File: config.mk
export PLATFORM = sky130hd
export DESIGN_NAME = seq_frame_tx
export DESIGN_NICKNAME = d
export VERILOG_FILES = /design/src/rtl/seq_frame_tx.sv
export SDC_FILE = /design/constraint.sdc
export NUM_CORES = 1
export LEC_CHECK = 0
export ABC_AREA = 0
export BUFFER_PORTS_ARGS = -buffer_cell sky130_fd_sc_hd__clkbuf_2
export CORE_UTILIZATION = 50
export CTS_CLUSTER_DIAMETER = 200
export CTS_CLUSTER_SIZE = 20
export DETAILED_ROUTE_END_ITERATION = 10
export PLACE_DENSITY = 0.71
export SYNTH_ARGS = -nofsm -noshare
export SYNTH_HDL_FRONTEND = slang
export SYNTH_SLANG_ARGS = --single-unit
File: constraint.sdc
create_clock -name clk -period 5.47 [get_ports clk]
set_input_delay 1.094 -clock clk [delete_from_list [all_inputs] [get_ports clk]]
set_output_delay 1.094 -clock clk [all_outputs]
set_load 0.01 [all_outputs]
File: src/rtl/seq_frame_tx.sv
// -----------------------------------------------------------------------------
// seq_frame_tx
//   Serial frame transmitter. A load accepted while idle sends a fixed sync
//   pattern, then the parallel payload MSB first, then an optional even-parity
//   bit. After every frame or abort the line is held low for GAP_CYC cycles.
//
//   state | meaning
//   ------+-----------------------------------------------
//   IDLE  | ready=1, line low, waiting for load
//   SYNC  | shifting out SYNC_PAT, MSB first
//   DATA  | shifting out latched payload, MSB first
//   PAR   | single even-parity bit
//   GAP   | line held low for GAP_CYC cycles
//
// Ports
//   clk        in   rising-edge clock
//   rst_n      in   asynchronous active-low reset
//   data_in    in   payload, sampled when load && ready
//   load       in   request to send data_in
//   abort      in   synchronous frame abort (SYNC/DATA/PAR only)
//   ready      out  idle, a load will be accepted
//   dout       out  registered serial data
//   dout_en    out  high while dout carries a frame bit
//   frame_done out  one-cycle pulse coincident with the last frame bit
// -----------------------------------------------------------------------------
module seq_frame_tx #(
  parameter int                DATA_W    = 8,
  parameter int                SYNC_W    = 4,
  parameter logic [SYNC_W-1:0] SYNC_PAT  = 4'b1010,
  parameter bit                PARITY_EN = 1'b1,
  parameter int                GAP_CYC   = 2
) (
  input  logic              clk,
  input  logic              rst_n,
  input  logic [DATA_W-1:0] data_in,
  input  logic              load,
  input  logic              abort,
  output logic              ready,
  output logic              dout,
  output logic              dout_en,
  output logic              frame_done
);

  localparam logic [2:0] S_IDLE = 3'd0;
  localparam logic [2:0] S_SYNC = 3'd1;
  localparam logic [2:0] S_DATA = 3'd2;
  localparam logic [2:0] S_PAR  = 3'd3;
  localparam logic [2:0] S_GAP  = 3'd4;

  // With no gap configured, a finished or aborted frame returns straight to idle.
  localparam logic [2:0] S_END = (GAP_CYC > 0) ? S_GAP : S_IDLE;

  localparam int MAX_A = (DATA_W > SYNC_W) ? DATA_W : SYNC_W;
  localparam int MAX_C = (GAP_CYC > MAX_A) ? GAP_CYC : MAX_A;
  localparam int CNT_W = (MAX_C > 1) ? $clog2(MAX_C) : 1;

  localparam logic [CNT_W-1:0] SYNC_LAST = CNT_W'(SYNC_W - 1);
  localparam logic [CNT_W-1:0] DATA_LAST = CNT_W'(DATA_W - 1);
  localparam logic [CNT_W-1:0] GAP_LAST  = CNT_W'((GAP_CYC > 0) ? GAP_CYC - 1 : 0);

  logic [2:0]        state_q, state_d;
  logic [CNT_W-1:0]  cnt_q, cnt_d;
  logic [DATA_W-1:0] shift_q, shift_d;
  logic [SYNC_W-1:0] sync_q, sync_d, sync_src;
  logic              par_q, par_d;
  logic              dout_d, dout_en_d, frame_done_d;

  // Outputs are registered, so they are decoded from the *next* state: the
  // first sync bit appears in the cycle right after the accepting edge.
  always_comb begin
    state_d  = state_q;
    cnt_d    = cnt_q;
    shift_d  = shift_q;
    sync_d   = sync_q;
    par_d    = par_q;
    sync_src = sync_q;

    case (state_q)
      S_IDLE: begin
        // load has priority over abort here; abort is meaningless while idle
        if (load) begin
          state_d  = S_SYNC;
          cnt_d    = '0;
          shift_d  = data_in;
          par_d    = ^data_in;
          sync_src = SYNC_PAT;
        end
      end
      S_SYNC: begin
        if (abort) begin
          state_d = S_END;
          cnt_d   = '0;
        end else if (cnt_q == SYNC_LAST) begin
          state_d = S_DATA;
          cnt_d   = '0;
        end else begin
          cnt_d = cnt_q + CNT_W'(1);
        end
      end
      S_DATA: begin
        if (abort) begin
          state_d = S_END;
          cnt_d   = '0;
        end else if (cnt_q == DATA_LAST) begin
          state_d = PARITY_EN ? S_PAR : S_END;
          cnt_d   = '0;
        end else begin
          cnt_d = cnt_q + CNT_W'(1);
        end
      end
      S_PAR: begin
        state_d = S_END;
        cnt_d   = '0;
      end
      S_GAP: begin
        if (cnt_q == GAP_LAST) begin
          state_d = S_IDLE;
          cnt_d   = '0;
        end else begin
          cnt_d = cnt_q + CNT_W'(1);
        end
      end
      default: begin
        state_d = S_IDLE;
        cnt_d   = '0;
      end
    endcase

    dout_d       = 1'b0;
    dout_en_d    = 1'b0;
    frame_done_d = 1'b0;
    case (state_d)
      S_SYNC: begin
        dout_d    = sync_src[SYNC_W-1];
        sync_d    = sync_src << 1;
        dout_en_d = 1'b1;
      end
      S_DATA: begin
        dout_d       = shift_q[DATA_W-1];
        shift_d      = shift_q << 1;
        dout_en_d    = 1'b1;
        frame_done_d = !PARITY_EN && (cnt_d == DATA_LAST);
      end
      S_PAR: begin
        dout_d       = par_q;
        dout_en_d    = 1'b1;
        frame_done_d = 1'b1;
      end
      default: ;
    endcase
  end

  always_ff @(posedge clk or negedge rst_n) begin
    if (!rst_n) begin
      state_q    <= S_IDLE;
      cnt_q      <= '0;
      shift_q    <= '0;
      sync_q     <= '0;
      par_q      <= 1'b0;
      ready      <= 1'b1;
      dout       <= 1'b0;
      dout_en    <= 1'b0;
      frame_done <= 1'b0;
    end else begin
      state_q    <= state_d;
      cnt_q      <= cnt_d;
      shift_q    <= shift_d;
      sync_q     <= sync_d;
      par_q      <= par_d;
      ready      <= (state_d == S_IDLE);
      dout       <= dout_d;
      dout_en    <= dout_en_d;
      frame_done <= frame_done_d;
    end
  end

endmodule
## Word level (Yosys, flattened, before mapping)

Index checks and enable logic that the tools add are counted.

- Input bits: 12
- Output and inout bits: 4
- Flip-flop bits (word level): 22
- Word-level logic and storage cells: 51

- Mux-type cells: 22
- Reduce and logical (&&, ||, !) cells: 8
- Eq/ne operators: 11
- $add $sub $neg: 1

Operator list:

| operator | number |
|---|---|
| 3-bit 2-to-1 mux | 12 |
| 8-bit 2-to-1 mux | 3 |
| 3-bit by 2-bit equality test with 1-bit output (second input constant) | 5 |
| 3-bit one-hot mux with 5 select lines | 1 |
| 3-bit one-hot mux with 4 select lines | 1 |
| 3-bit by 1-bit equality test with 1-bit output (second input constant) | 3 |
| 4-bit 2-to-1 mux | 2 |
| 8-bit XOR reduction | 1 |
| 3-bit equality test (second input constant) | 2 |
| 3-bit logical NOT | 2 |
| 2-bit AND reduction | 2 |
| 2-bit nonzero test | 2 |
| 3-bit by 1-bit adder with 3-bit output (second input constant) | 1 |
| 1-bit one-hot mux with 3 select lines | 1 |
| 3-bit OR reduction | 1 |
| 1-bit 2-to-1 mux | 2 |
| 2-bit inequality test (second input constant) | 1 |

## Logic depth before layout (Yosys ltp)

- Depth in word-level cells: 7
- Mapped depth: 6
- Mapped depth without buffers: 6

## Worst setup path before layout

Ideal clock, no wire load.

- Kind: in2reg
- Start: in abort
- End: reg shift_q[1]
- Stages on the path: 4
- Arrival time: 1.855 ns
- Path slack: 3.497 ns
- Data required time: 5.352 ns
- Path through: or2_1 > a21oi_4 > nor2_2 > a21o_1

- Longest elaborated chain between the ends: 5

RTL lines:

| what | RTL line | source |
|---|---|---|
| start: declaration | 37 | `input logic abort,` |
| 3-bit 2-to-1 mux (on tied branches) | 101, 90 |  |
| 3-bit one-hot mux with 5 select lines (*) | 78 | `case (state_q)` |
| 3-bit by 2-bit equality test with 1-bit output (*) | 132 | `case (state_d)` |
| 2-bit nonzero test (no source line) | n/a |  |
| 2-bit AND reduction (no source line) | n/a |  |
| end signal: assignment | 167 | `shift_q <= shift_d;` |
| end: declaration | 63 | `logic [DATA_W-1:0] shift_q, shift_d;` |

Mark *: on every way between the ends. The rest lies on a longest branch, timed or not.
A chain may end at the register's enable or synchronous reset.

## Worst setup path in the final report

- Start: in load
- End: reg shift_q[1]

- Longest elaborated chain between the ends: 5

RTL lines:

| what | RTL line | source |
|---|---|---|
| start: declaration | 36 | `input logic load,` |
| 3-bit 2-to-1 mux | 81 | `if (load) begin` |
| 3-bit one-hot mux with 5 select lines | 78 |  |
| 3-bit by 2-bit equality test with 1-bit output | 132 |  |
| 2-bit nonzero test (no source line) | n/a |  |
| 2-bit AND reduction (no source line) | n/a |  |

Several ways; a longest one is shown, not always the timed one.

==> flow_summary.json <==
{
  "max-cap-violations": 0,
  "ys_ff_latch": 21,
  "max_stage_delay_ns": 0.91,
  "n_antenna_cell": 0,
  "power.leakage_nw": 0.6181,
  "drt-met1-wl_um": 1042,
  "ys_types": 34,
  "path_cells": "clkbuf_2 > nor4b_2 > nor2_2 > a21o_1",
  "min_from": "shift_q[2]",
  "clkSinkCount": 21,
  "synth_edf_count": 0,
  "drv_slew": 0,
  "fmax_mhz": 425.1,
  "syn_area_um2": 1140,
  "ir_drop_mv": 0.2191,
  "post_cts_buffers": 0,
  "reg2reg_from": "state_q[0]",
  "dr_wl_met2_um": 929,
  "wl_per_cell_um": 13.56,
  "hp-class": "reg -> reg",
  "slowest_stage": "nor4b_2",
  "die_area_um2": 2475,
  "port_buffers": 15,
  "synth_fp_nets": 127,
  "syn_to_final_growth_pct": 10.43,
  "dr_wl_met3_um": 68,
  "status": "finished, final reports clean",
  "die-height_um": 49.75,
  "synth_top_area_share_pct": 43.91,
  "clockRootBuffer": "clkbuf_4",
  "cp_max_fo": 12,
  "final_nets": 143,
  "rows": 16,
  "first_global_vias": 776,
  "min_period_over_period_pct": 43.00,
  "drt_pass1_iterations": 4,
  "synth.area.top_cells": "dfrtp_1 44%, ha_1 6.6%, a22o_1 6.1%",
  "die_w_um": 49.75,
  "grt_start_max_net_pins": 22,
  "min_to": "shift_q[2]",
  "reg2reg_to": "shift_q[1]",
  "p_per_area_nw_per_um2": 435.6,
  "reg2reg_depth": 3,
  "tightest_slew_ns": 1.134,
  "start_util_pct": 55.82,
  "core_um2": 2042,
  "max_slew_margin_pct": 24.20,
  "cts_resized": 0,
  "fin_setup_tns_ns": 0,
  "clkTransAtPathRegs_ns": 0.11,
  "clk_latency_ns": 0.30,
  "required_ns": 5.67,
  "seq_area_frac_synth_pct": 46.21,
  "r2r_setup_slack_ns": 3.35,
  "async_reset_ff_share_pct": 100.0,
  "cp-start-kind": "primary input",
  "ys.warnings.count": 0,
  "finalHoldViolations": 0,
  "top_layer_used": "met4",
  "postCtsHoldBufs": 0,
  "finalSetupViolations": 0,
  "vias": 836,
  "drc": 0,
  "clockBufferDepth": 2,
  "ioPinCount": 16,
  "antenna_found_initial": 0,
  "cts_tree": "done",
  "fin_crit_ns": 2.352,
  "hold_slack_ns": 0.4875,
  "layout-drive-gt1-share_pct": 18.55,
  "drt_wl_total_um": 2047,
  "multi_input_area_um2": 576.8,
  "syn_inst": 109,
  "gp_congestion": 0.8073,
  "rsz0062_at_grt": "false",
  "grt_pass1_wl_um": 3505,
  "final_util_pct": 61.64,
  "critical_path_class": "in -> reg",
  "grt.total_usage_pct": 18.34,
  "detail_route.vias_per_cell": 5.536,
  "final-seq-area_um2": 526.8,
  "gr-total-overflow": 0,
  "cts_buffers": 3,
  "syn_avg_cell_area_um2": 10.46,
  "cts_max_level": 1,
  "dp_hpwl_um": 1501,
  "arrival_ns": 2.55,
  "yosys_most_used_dff": "dfrtp_1",
  "fillCellCount": 200,
  "yosysTopAreaCell": "dfrtp_1",
  "drtIter0Drc": 15,
  "end_kind": "flip-flop",
  "hold_depth": 1,
  "fin_skew_ns": 0.002432,
  "antenna_left": 0
}
## Yosys cell counts, types with 2 or more instances
cell type  instances
o21ai_1            5
nor3_1             4
o21a_1             2
a22o_1             8
xnor2_1            7
ha_1               6
dfrtp_1           20
nor2b_1            4
nor2_1             9
clkbuf_1           2
buf_2              2
inv_1              5
a21o_1             8
nand2b_1           3
a21oi_1            5
## critical path, delay by kind of cell
family | cells | cell delay [ns]
simple gates | 2 | 1.11
compound gates | 1 | 0.24
buf+inv | 1 | 0.11
## metal layers
layer  global-route usage (%)  up-vias
met1                    24.46      403
met5                        0        -
met4                    1.429        0
met3                    4.630        2
li1                         -      419
met2                    31.08       12
## cells in the final DEF (no fill, tap or decap), drive strengths merged, types with 2 or more instances in the layout
cell and instances:
clkbuf 18, dfrtp 20, nor3 4, o21ai 5, nand2b 3, o21a 2
inv 5, a21oi 6, a22o 8, a21o 8, nor2b 4, nor2 10
xnor2 7, ha 6
## through the flow
stage	total power, mW	instances	cell area [µm²]	setup slack [ns]
after detailed placement	0.4774	147	1231	2.802
after global routing	0.5902	151	1259	2.998
after global placement	0.4662	147	1231	2.867
after floorplan	0.4228	109	1140	3.497
after CTS	0.5531	151	1259	3.121
final	0.5483	151	1259	3.118
## state kept, by name (all words and copies together), names as in the netlist
name / count
dout_en: 1
ready: 1
frame_done: 1
state_q: 3
par_q: 1
cnt_q: 3
dout: 1
shift_q: 8
sync_q: 2
## cell families after synthesis
kind of cell / count (synthesis) / synth area share (%)
fa+ha+maj: 6 / 6.586
xor+xnor: 7 / 5.379
simple gates: 31 / 15.70
flops: 21 / 46.21
buf+inv: 9 / 3.184
compound gates: 34 / 22.06
mux: 1 / 0.8782
## how the worst max path moves through the flow
stage	from	endpoint	slack, ns	cells after the start
floorplan	abort	shift_q[1]	3.50	4
global placement	load	shift_q[5]	2.87	4
detailed placement	load	shift_q[1]	2.80	4
CTS	load	shift_q[1]	3.12	4
global route	load	shift_q[3]	3.00	4
finish	load	shift_q[1]	3.12	4
## power by group
part	internal (mW)	switching [mW]
logic	0.0974	0.102
registers	0.219	0.0561
clock network	0.0273	0.0462
## cell type report
type | count | area share (%)
Sequential cell | 21 | 41.85
Timing Repair Buffer | 15 | 5.964
Clock inverter | 1 | 0.3976
Inverter | 5 | 1.491
Tap cell | 27 | 2.684
Clock buffer | 3 | 1.789
Multi-Input combinational cell | 79 | 45.82
No activity file was read; power rests on OpenSTA's default activity.
